--- src/rtl/spi_target_regfile_if.sv ---
// spi_target_regfile_if: SPI link between a register-file master and its target
// Signals: sclk (idle low), cs_n (active low), mosi, miso, miso_oe (target drives miso while selected)
// Modports: master drives sclk/cs_n/mosi; slave drives miso/miso_oe
interface spi_target_regfile_if;
    logic sclk;
    logic cs_n;
    logic mosi;
    logic miso;
    logic miso_oe;
    modport master (output sclk, cs_n, mosi, input miso, miso_oe);
    modport slave (input sclk, cs_n, mosi, output miso, miso_oe);
endinterface

--- src/rtl/spi_target_regfile.sv ---
// spi_target_regfile: SPI mode-0 target decoding {rw,addr[6:0]} + W_DATA-bit word frames into a register bank
// Ports: clk, rst (async, active low), spi (slave modport: sclk/cs_n/mosi in, miso/miso_oe out),
//        host_ra/host_rd (combinational local read), frame_done/wr_strobe/frame_err (1-cycle pulses)
// Option: define SPI_TARGET_AUTOINC_EN to let extra sclk edges after a word continue a burst at addr+1
module spi_target_regfile #(
    parameter int W_DATA = 32,
    parameter int DEPTH = 16,
    parameter int SYNC_STAGES = 2
) (
    input  logic                     clk,
    input  logic                     rst,
    spi_target_regfile_if.slave      spi,
    input  logic [$clog2(DEPTH)-1:0] host_ra,
    output logic [W_DATA-1:0]        host_rd,
    output logic                     frame_done,
    output logic                     wr_strobe,
    output logic                     frame_err
);
    localparam int AW = $clog2(DEPTH);
    localparam int CW = $clog2(W_DATA) + 1;
    localparam logic [CW-1:0] LAST = CW'(W_DATA - 1);
    typedef enum logic [1:0] {IDLE, CMD, DATA, DONE} state_t;
    state_t state, nxt;
    logic [SYNC_STAGES-1:0] sclk_s, cs_s, mosi_s;
    logic sclk_p, cs_p, sclk_q, cs_q, mosi_q, rise, fall, cs_fall;
    logic [W_DATA-1:0] bank [DEPTH];
    logic [W_DATA-1:0] rx, tx;
    logic [CW-1:0] cnt;
    logic [6:0] addr, cmd_addr;
    logic rw, fin, cmd_ok, addr_ok;
`ifdef SPI_TARGET_AUTOINC_EN
    logic [6:0] next_addr;
    assign next_addr = int'(addr) >= DEPTH - 1 ? 7'd0 : addr + 7'd1;
    assign spi.miso = (state == DATA || state == DONE) && tx[W_DATA-1];
`else
    assign spi.miso = state == DATA && tx[W_DATA-1];
`endif
    assign sclk_q = sclk_s[SYNC_STAGES-1];
    assign cs_q = cs_s[SYNC_STAGES-1];
    assign mosi_q = mosi_s[SYNC_STAGES-1];
    assign rise = sclk_q && !sclk_p;
    assign fall = !sclk_q && sclk_p;
    assign cs_fall = cs_p && !cs_q;
    assign cmd_addr = {rx[5:0], mosi_q};
    assign cmd_ok = int'(cmd_addr) < DEPTH;
    assign addr_ok = int'(addr) < DEPTH;
    assign host_rd = bank[host_ra];
    assign spi.miso_oe = state != IDLE;
    // cs_n synchroniser resets low so a select already active when reset releases is never seen as a fall
    always_ff @(posedge clk or negedge rst) begin
        if (!rst) begin
            sclk_s <= '0;
            cs_s <= '0;
            mosi_s <= '0;
            sclk_p <= 1'b0;
            cs_p <= 1'b0;
        end else begin
            sclk_s <= {sclk_s[SYNC_STAGES-2:0], spi.sclk};
            cs_s <= {cs_s[SYNC_STAGES-2:0], spi.cs_n};
            mosi_s <= {mosi_s[SYNC_STAGES-2:0], spi.mosi};
            sclk_p <= sclk_q;
            cs_p <= cs_q;
        end
    end
    always_ff @(posedge clk or negedge rst) begin
        if (!rst) state <= IDLE;
        else state <= nxt;
    end
    always_comb begin
        nxt = state;
        case (state)
            IDLE: nxt = cs_fall ? CMD : IDLE;
            CMD: nxt = cs_q ? IDLE : (rise && cnt == CW'(7)) ? DATA : CMD;
            DATA: nxt = cs_q ? IDLE : (rise && cnt == LAST) ? DONE : DATA;
`ifdef SPI_TARGET_AUTOINC_EN
            DONE: nxt = cs_q ? IDLE : rise ? DATA : DONE;
`else
            DONE: nxt = cs_q ? IDLE : DONE;
`endif
        endcase
    end
    // fin marks a completed word; its commit and pulses land one clock after entering DONE
    always_ff @(posedge clk or negedge rst) begin
        if (!rst) begin
            for (int i = 0; i < DEPTH; i++) bank[i] <= '0;
            rx <= '0;
            tx <= '0;
            cnt <= '0;
            addr <= '0;
            rw <= 1'b0;
            fin <= 1'b0;
            frame_done <= 1'b0;
            wr_strobe <= 1'b0;
            frame_err <= 1'b0;
        end else begin
            fin <= 1'b0;
            frame_done <= fin;
            wr_strobe <= fin && addr_ok && !rw;
            frame_err <= (fin && !addr_ok) || (cs_q && (state == CMD || state == DATA));
            if (fin && addr_ok && !rw) bank[addr[AW-1:0]] <= rx;
            case (state)
                IDLE: if (cs_fall) begin
                    cnt <= '0;
                    rx <= '0;
                end
                CMD: if (!cs_q && rise) begin
                    rx <= {rx[W_DATA-2:0], mosi_q};
                    cnt <= cnt == CW'(7) ? '0 : cnt + 1'b1;
                    if (cnt == CW'(7)) begin
                        rw <= rx[6];
                        addr <= cmd_addr;
                        tx <= rx[6] && cmd_ok ? bank[cmd_addr[AW-1:0]] : '0;
                    end
                end
                DATA: if (!cs_q) begin
                    if (rise) begin
                        rx <= {rx[W_DATA-2:0], mosi_q};
                        cnt <= cnt + 1'b1;
                        fin <= cnt == LAST;
`ifdef SPI_TARGET_AUTOINC_EN
                        if (cnt == LAST) tx <= rw ? bank[next_addr[AW-1:0]] : '0;
`endif
                    end
                    // the first fall after the command only exposes the preloaded MSB
                    if (fall && cnt != '0) tx <= tx << 1;
                end
`ifdef SPI_TARGET_AUTOINC_EN
                DONE: if (!cs_q && rise) begin
                    rx <= {rx[W_DATA-2:0], mosi_q};
                    cnt <= CW'(1);
                    addr <= next_addr;
                end
`endif
                default: ;
            endcase
        end
    end
endmodule

--- src/flat_wrapper.sv ---
// flat-port wrapper written by rule: the top's interface ports become plain ports
module spi_target_regfile_flat 
#(
    parameter int W_DATA = 32,
    parameter int DEPTH = 16,
    parameter int SYNC_STAGES = 2
)
  (clk, rst, host_ra, host_rd, frame_done, wr_strobe, frame_err, spi_sclk, spi_cs_n, spi_mosi, spi_miso, spi_miso_oe);
  spi_target_regfile_if spi_i ();
  input  logic clk;
  input  logic rst;
  input  logic [$clog2(DEPTH)-1:0] host_ra;
  output logic [W_DATA-1:0] host_rd;
  output logic frame_done;
  output logic wr_strobe;
  output logic frame_err;
  input wire logic [$bits(spi_i.sclk)-1:0] spi_sclk;
  input wire logic [$bits(spi_i.cs_n)-1:0] spi_cs_n;
  input wire logic [$bits(spi_i.mosi)-1:0] spi_mosi;
  output wire logic [$bits(spi_i.miso)-1:0] spi_miso;
  output wire logic [$bits(spi_i.miso_oe)-1:0] spi_miso_oe;
  assign spi_i.sclk = spi_sclk;
  assign spi_i.cs_n = spi_cs_n;
  assign spi_i.mosi = spi_mosi;
  assign spi_miso = spi_i.miso;
  assign spi_miso_oe = spi_i.miso_oe;
  spi_target_regfile #(.W_DATA(W_DATA), .DEPTH(DEPTH), .SYNC_STAGES(SYNC_STAGES)) u_core (.clk(clk), .rst(rst), .spi(spi_i), .host_ra(host_ra), .host_rd(host_rd), .frame_done(frame_done), .wr_strobe(wr_strobe), .frame_err(frame_err));
endmodule
--- config.mk ---
export PLATFORM = sky130hd
export DESIGN_NAME = spi_target_regfile_flat
export DESIGN_NICKNAME = d
export VERILOG_FILES = /design/src/rtl/spi_target_regfile_if.sv /design/src/rtl/spi_target_regfile.sv /design/src/flat_wrapper.sv
export SDC_FILE = /design/constraint.sdc
export NUM_CORES = 1
export LEC_CHECK = 0
export CORE_MARGIN = 4
export CORE_UTILIZATION = 55
export DETAILED_ROUTE_END_ITERATION = 16
export PLACE_DENSITY = 0.69
export SYNTH_ARGS = -nofsm -noshare
export SYNTH_HDL_FRONTEND = slang
export SYNTH_SLANG_ARGS = --single-unit
--- constraint.sdc ---
create_clock -name clk -period 13.39 [get_ports clk]
set_input_delay 4.017 -clock clk [delete_from_list [all_inputs] [get_ports clk]]
set_output_delay 4.017 -clock clk [all_outputs]
set_load 0.005 [all_outputs]
**Word level (Yosys, flattened, before mapping)**

Cells that the tools add are included.

- Input port bits: 9
- Memories kept: 0
- Memory bits (writable): 0
- Flip-flop bits (word level): 604
- Latch bits: 0
- Bits in read-only memories: 0

- Add/subtract/negate cells: 1
- Shift-type cells: 0
- Bitwise logic cells: 3
- Divide/modulo/power cells: 0
- Eq/ne operators: 11
- Order comparisons: 6
- Multiplexer cells: 36
- Multipliers: 0
- Reductions and logical operators: 29

Operators with widths:

| operator | number |
|---|---|
| bitwise mux 512 bit | 1 |
| 2-to-1 mux 32 bit | 14 |
| binary-select mux 32 bit (select 4 bit) | 2 |
| demux 32 bit (select 4 bit) | 1 |
| case mux 32 bit (3 select lines) | 1 |
| case mux 32 bit (2 select lines) | 1 |
| 2-to-1 mux 6 bit | 5 |
| case mux 6 bit (3 select lines) | 1 |
| greater-or-equal comparator 5 bit (second input constant) | 3 |
| NOT 4 -> 5 bit | 3 |
| logical AND 1 bit | 14 |
| < comparator 7 x 5 -> 1 bit (second input constant) | 2 |
| AND reduction 5 bit | 2 |
| 2-to-1 mux 2 bit | 4 |
| case mux 2 bit (4 select lines) | 1 |
| adder 6 x 1 -> 6 bit (second input constant) | 1 |
| equality test 6 x 3 -> 1 bit (second input constant) | 1 |
| equality test 6 x 5 -> 1 bit (second input constant) | 1 |
| != test 2 x 1 -> 1 bit (second input constant) | 3 |
| != test 2 bit (second input constant) | 3 |
| nonzero test 6 bit | 1 |
| zero test 1 bit | 5 |
| < comparator 5 x 1 -> 1 bit (second input constant) | 1 |
| 2-to-1 mux 1 bit | 5 |
| other kinds (7) | 10 |

**Logic depth before layout (Yosys ltp)**

Gate-level depths: netlist of run 1.

- Word-level depth: 8
- Gate-level depth with buffers: 9

**Worst setup path after synthesis of run 1**

Ideal clock, no wire load.

- Kind: input to output
- From: input host_ra[0]
- To: output host_rd[12]
- Data required time: 9.373 ns
- Arrival: 5.740 ns
- Path buffers: 2
- Cell stages on the path: 4
- Path slack: 3.633 ns
- Path through: buf_2 > buf_1 > mux4_2 > mux4_2

- Word-level cells in the longest chain between the ends: 4

RTL lines:

| what | RTL line | source |
|---|---|---|
| start, declared | flat_wrapper.sv:12 | `input logic [$clog2(DEPTH)-1:0] host_ra;` |
| NOT 4 -> 5 bit (not written as such) | spi_target_regfile.sv:47 | `assign host_rd = bank[host_ra];` |
| binary-select mux 32 bit (select 4 bit) | spi_target_regfile.sv:47 |  |
| 2-to-1 mux 32 bit (not written as such) (2 in a row) | spi_target_regfile.sv:47 |  |
| end, declared | flat_wrapper.sv:13 | `output logic [W_DATA-1:0] host_rd;` |

No other way between the ends. The select of a mux whose other input is x is not followed.

**Final worst setup path of run 1**

- From: input host_ra[0]
- To: output host_rd[8]

The elaborated chain is that of the path after synthesis.

==> results.md, run 1 <==
- Outcome: complete, no violations
- Commonest non-fill, non-tap cell in the layout: dfrtp_1
- DR pass1 iterations: 5
- Async S/R FF share, synth: 100%
- Share of layout cells above drive strength 1: 47.1%
- Final Slew Violations: 0
- Final Hold Vio Count: 0
- CP Class: input port to output port
- Footprint of the multi-input gates: 0.0153 mm²
- Root buffer cell: clkbuf_16
- WL final: 80.9 mm
- Min Tclk post-route: 10.79 ns
- DR vias/cell: 6.71
- Gr usage total: 27.4%
- Worst setup path endpoint: host_rd[8]
- Worst r2r src: u_core.state[1]
- Max Cap Violations: 0
- Actual slew at the worst max-slew pin: 1.04 ns
- Initial Utilization: 56.1%
- Std-Cell Rows: 86
- Count of cell types in the netlist: 48
- CTS resizes: 0
- I/O pin cnt: 46
- CP Capture Type: output port
- Register Area: 0.0151 mm²
- Final net count: 2043
- Global-route wire length before repair: 125 mm
- Worst min path class: register to register
- Clk buf depth: 3
- CTS tree: done
- Overflow after GRT: 0
- Final period util: 80.6%
- Clock Latency Late Sink: 0.59 ns
- Clk slew on worst S/H paths: 0.06 ns
- WP data arrival: 6.77 ns
- Post-CTS Setup Repair Bufs: 0
- Wire length per cell: 28.6 µm
- Area growth, synth to finish: 10.8%
- Worst r2r path cells: 8
- Vias in the first global route: 20112
- Worst Skew: 0.0204 ns
- Die area: 0.0605 mm²
- Req. time, crit path: 9.37 ns
- EDFF count, synth: 0
- ANT cells: 0
- Clock sinks: 604
- Cell Pwr Density: 126 mW/mm²
- Critical R2R Capture: u_core.tx[30]
- VDD IR-drop max: 0.0944 mV
- Synth warnings: 0
- Number of buffers created by CTS: 68
- Static leakage: 0.0160 µW
- Post-Syn Nets: 2081
- IO buf count: 45
- Hold bufs inserted after CTS: 0
- Placed instance count: 2705
- Post-DP HPWL: 43.4 mm
- Synthesized flop and latch total: 604
- RSZ-0062 raised after global routing: false
- Violation count after the first detailed-routing iteration: 1543
- Vias: 18952
- Antenna-violating nets left: 0
- Final setup fails: 0
- Setup TNS: 0 ns
- H-tree levels: 3
- Finished Layout Cells: 2825
- Mapped cell area: 0.0311 mm²
- Die Ht: 246 µm
- DRC: 0
- Placeable Area: 0.0555 mm²
- Die W: 246 µm
- Top FF cell, synth: dfrtp_1
- Startpoint types: input port
- Cells after synthesis: 2065
- Fillers: 4114
- Initial antenna violation count: 0
- Post-synthesis sequential area ratio: 48.5%
- Slew HR: 30.8%
- Most frequent cells in the layout: 601 x dfrtp_1, 501 x mux2_2, 258 x mux4_2, 75 x nand2_1, 71 x clkbuf_16
- Syn avg cell area: 15.1 µm²
- FMAX: 0.0927 GHz
- R2R Setup Slk: 9.89 ns
- Crit-path max FO: 69
- Largest net degree at the start of global routing: 127
- GP Congestion: 0.760
- Worst setup startpoint: host_ra[0]
## sequential cells by signal, indices dropped and copies added, names as in the netlist
signal and flops:
u_core.tx 32, u_core.sclk_p 1, u_core.fin 1, u_core.bank 512
u_core.wr_strobe 1, u_core.rx 32, u_core.state 2, u_core.cs_p 1
u_core.frame_err 1, u_core.frame_done 1, u_core.addr 7, u_core.rw 1
u_core.mosi_s 2, u_core.sclk_s 2, u_core.cnt 6, u_core.cs_s 2
## cell usage after synthesis, drive strengths merged, types with 2 or more instances
library cell / n / area [µm²]
dfrtp: 604 / 15100
mux2: 554 / 6350
mux4: 258 / 5810
clkbuf: 119 / 447
buf: 81 / 402
nand2: 77 / 292
mux2i: 60 / 601
nor2: 45 / 176
o21ai: 42 / 210
nor2b: 34 / 213
a22oi: 33 / 248
a22o: 31 / 272
a211o: 30 / 263
a221oi: 30 / 263
inv: 10 / 37.5
nor3: 9 / 65.1
ha: 7 / 87.6
nand2b: 6 / 37.5
nand3: 5 / 25.0
a21oi: 3 / 15.0
o31ai: 3 / 22.5
a31oi: 2 / 12.5
and2: 2 / 12.5
nand4b: 2 / 17.5
nor3b: 2 / 15.0
or3: 2 / 17.5
or4: 2 / 15.0
## where the power goes
group          switching, µW  internal [µW]
logic                    353            167
clock network            747           1160
registers               64.7           1830
total                   1170           3170
## per-layer routing
metal | track usage, % | up-vias | share of wire [%]
met5 | 0 | - | 0
met4 | 8.58 | 0 | 2.8
met3 | 5.05 | 153 | 6.6
met2 | 43.4 | 629 | 48
met1 | 39.2 | 10329 | 43
li1 | - | 7841 | -
## metrics by stage
step           util [%]  cell area, µm²  power, µW  hold WS (ns)  setup slack, ns
6_report           62.1           34500       4330         0.349             2.60
5_1_grt            62.1           34500       4480         0.356             2.37
4_1_cts            62.1           34500       4370         0.351             2.51
3_5_place_dp       58.0           32200       2450         0.343             2.52
3_3_place_gp       58.0           32200       2440         0.346             2.56
2_1_floorplan         -           31100       2230         0.331             3.63
## area by class of cell
cell class	count	area share, %
inverters	11	0.120
multi-input cells	1250	44.3
well taps	748	2.71
flip-flops and latches	604	43.9
clock buffers	102	6.01
clock inverters	18	0.653
repair buffers	92	2.38
## logic make-up after synthesis
| family | share of synthesized area (%) |
|---|---|
| flip-flops | 48.5 |
| AND/OR/NAND/NOR | 3.00 |
| adder cells (fa/ha/maj) | 0.281 |
| multiplexers | 41.0 |
| AO/OA/AOI/OAI | 4.33 |
| buffers and inverters | 2.86 |
## how the worst min path moves through the flow
stage,endpoint,from,slack (ns),cells after the start
4_1_cts,u_core.cs_s[1],u_core.cs_s[0],0.35,0
6_report,u_core.cs_s[1],u_core.cs_s[0],0.35,0
5_1_grt,u_core.cs_s[1],u_core.cs_s[0],0.36,0
2_1_floorplan,u_core.cs_s[1],u_core.cs_s[0],0.33,0
3_5_place_dp,u_core.mosi_s[1],u_core.mosi_s[0],0.34,0
3_3_place_gp,u_core.cs_s[1],u_core.cs_s[0],0.35,0
## worst max-delay path, cell delays in order
cell and delay [ns]:
buf_8 0.60, buf_4 0.56, mux4_2 0.57, mux4_2 0.49
clkdlybuf4s50_1 0.47
Power figures use the tool's default switching activity.
==> run 2, diff against run 1 <==
Clock period 13.39 ns to 11.3 ns, I/O delays scaled along.
==> run 2 against run 1 <==
Net effect: non-clock buffer count decreased by 5; flip-flop and latch count unchanged; wire length decreased by 0.77%; via count increased by 0.35%; cell count decreased by 0.28%.
==> results.md, run 2 (synthesis gave the netlist of run 1 again) <==
- Outcome: complete, no violations (unchanged)
- Std-Cell Rows: 86 (unchanged)
- Footprint of the multi-input gates: 0.0153 mm² (unchanged)
- Gr usage total: 27.5% (was 27.4%)
- WL met2: 39.1 mm (was 38.8 mm)
- I/O pin cnt: 46 (unchanged)
- Startpoint types: input port (unchanged)
- Critical R2R Capture: u_core.tx[31] (was u_core.tx[30])
- Vias: 19019 (was 18952)
- Worst r2r src: u_core.rx[0] (was u_core.state[1])
- WP data arrival: 6.01 ns (was 6.77 ns)
- Number of buffers created by CTS: 68 (unchanged)
- Clk buf depth: 3 (unchanged)
- Final Slew Violations: 0 (unchanged)
- Die Ht: 246 µm (unchanged)
- Clock Latency Late Sink: 0.60 ns (was 0.59 ns)
- Wire length per cell: 28.5 µm (was 28.6 µm)
- Hold path depth: 0 (unchanged)
- Placed Area: 0.0322 mm² (about the same)
- Req. time, crit path: 7.91 ns (was 9.37 ns)
- Final net count: 2038 (was 2043)
- Worst min path class: register to register (unchanged)
- Post-DP HPWL: 44.0 mm (was 43.4 mm)
- Largest net degree at the start of global routing: 173 (was 127)
- Global-route wire length before repair: 126 mm (was 125 mm)
- ANT cells: 0 (unchanged)
- WL final: 80.3 mm (was 80.9 mm)
- Initial antenna violation count: 0 (unchanged)
- Slew HR: 25.5% (was 30.8%)
- Commonest non-fill, non-tap cell in the layout: dfrtp_1 (unchanged)
- DR vias/cell: 6.75 (was 6.71)
- Worst Skew: 0.0298 ns (was 0.0204 ns)
- CTS resizes: 0 (unchanged)
- Endpoint, Worst Hold: u_core.mosi_s[1] (was u_core.cs_s[1])
- Post-CTS Setup Repair Bufs: 0 (unchanged)
- Area growth, synth to finish: 10.8% (about the same)
- Die W: 246 µm (unchanged)
- Final Cell Area: 0.0345 mm² (about the same)
- Min Tclk post-route: 9.40 ns
- Antenna-violating nets left: 0 (unchanged)
- Static leakage: 0.0160 µW (about the same)
- Worst r2r path cells: 5 (was 8)
- Placeable Area: 0.0555 mm² (unchanged)
- Crit-path max FO: 64 (was 69)
- DRC: 0 (unchanged)
- Max Cap Violations: 0 (unchanged)
- IO buf count: 45 (unchanged)
- Final period util: 83.2%
- Max reg flops: 512 (unchanged)
- GP Congestion: 0.770 (was 0.760)
- Die area: 0.0605 mm² (unchanged)
- DR pass1 iterations: 5 (unchanged)
- Setup TNS: 0 ns (unchanged)
- Clock sinks: 604 (unchanged)
- Final Hold Vio Count: 0 (unchanged)
- Placed instance count: 2700 (was 2705)
- HP Start: u_core.mosi_s[0] (was u_core.cs_s[0])
- RSZ-0062 raised after global routing: false (unchanged)
- Uppermost routed layer: met4 (unchanged)
- Final setup fails: 0 (unchanged)
- Vias in the first global route: 20346 (was 20112)
- Hold bufs inserted after CTS: 0 (unchanged)
- VDD IR-drop max: 0.124 mV (was 0.0944 mV)
- Share of layout cells above drive strength 1: 46.9% (was 47.1%)
- Pre-CTS setup slack: 1.84 ns (was 2.52 ns)
- Worst Setup Slack, final: 1.90 ns (was 2.60 ns)
- FMAX: 0.106 GHz
- Largest regs: u_core.bank: 512 flops, u_core.rx: 32 flops, u_core.tx: 32 flops (unchanged)
- CP Class: input port to output port (unchanged)
- Fillers: 4167 (was 4114)
- Cell Pwr Density: 150 mW/mm² (was 126 mW/mm²)
- CTS tree: done (unchanged)
- Overflow after GRT: 0 (unchanged)
- Actual slew at the worst max-slew pin: 1.12 ns (was 1.04 ns)
- H-tree levels: 3 (unchanged)
- Finished Layout Cells: 2817 (was 2825)
- Initial Utilization: 56.1% (unchanged)
- R2R Setup Slk: 7.59 ns (was 9.89 ns)
- Post-Route M1 WL: 34.2 mm (was 34.6 mm)
- Hold slack: 0.356 ns (was 0.349 ns)
- Root buffer cell: clkbuf_16 (unchanged)
- Clk slew on worst S/H paths: 0.06 ns (about the same)
- Register Area: 0.0151 mm² (unchanged)
- Largest Register: u_core.bank (unchanged)
- Most frequent cells in the layout: 601 x dfrtp_1, 501 x mux2_2, 258 x mux4_2, 75 x nand2_1, 70 x clkbuf_16 (was 601 x dfrtp_1, 501 x mux2_2, 258 x mux4_2, 75 x nand2_1, 71 x clkbuf_16)
- CP Capture Type: output port (unchanged)
- Violation count after the first detailed-routing iteration: 1750 (was 1543)
- Met3 WL: 4.59 mm (was 5.30 mm)
run 2: changes by cell type in the layout (fill, tap and decap cells not counted), sizes merged:
cell | before | now
clkinv | 12 | 9
inv | 11 | 10
clkbuf | 102 | 101
buf | 52 | 47
bufinv | 5 | 7
run 2: stage by stage:
stage | total power [µW] | utilization (%)
after CTS | 5200 | 62.1
after global placement | 2900 | 58.0
after global routing | 5340 | 62.1
after floorplan | 2640 | -
final | 5160 | 62.1
after detailed placement | 2910 | 58.0
run 2: worst max-delay path by stage:
| stage | start | endpoint | slack, ns |
|---|---|---|---|
| 2_1_floorplan | host_ra[0] | host_rd[12] | 2.80 |
| 3_3_place_gp | host_ra[0] | host_rd[4] | 1.88 |
| 3_5_place_dp | host_ra[0] | host_rd[5] | 1.84 |
| 4_1_cts | host_ra[0] | host_rd[5] | 1.83 |
| 5_1_grt | host_ra[0] | host_rd[5] | 1.68 |
| 6_report | host_ra[0] | host_rd[22] | 1.90 |
run 2: per-layer routing:
metal  vias to the layer above  global-route usage (%)
li1                       7866                       -
met1                     10384                    38.4
met2                       606                    44.9
met3                       163                    4.59
met4                         0                    8.74
met5                         -                       0
run 2: power by group:
part	switching (µW)	internal [µW]	total (µW)	leakage, µW
combinational	443	199	642	0.00646
clock	878	1410	2290	0.00114
sequential	59.1	2170	2230	0.00842
total	1380	3780	5160	0.0160
run 2: worst max-delay path, stage by stage:
cell and delay, ns:
buf_8 0.58, buf_4 0.47, mux4_2 0.54, mux4_2 0.51, clkdlybuf4s50_1 0.47
run 2: cell type report:
cell class	count	share of cell area (%)
Sequential cell	604	43.8
Clock inverter	16	0.780
Clock buffer	101	5.94
Multi-Input combinational cell	1250	44.3
Tap cell	748	2.71
Inverter	11	0.120
Timing Repair Buffer	87	2.34
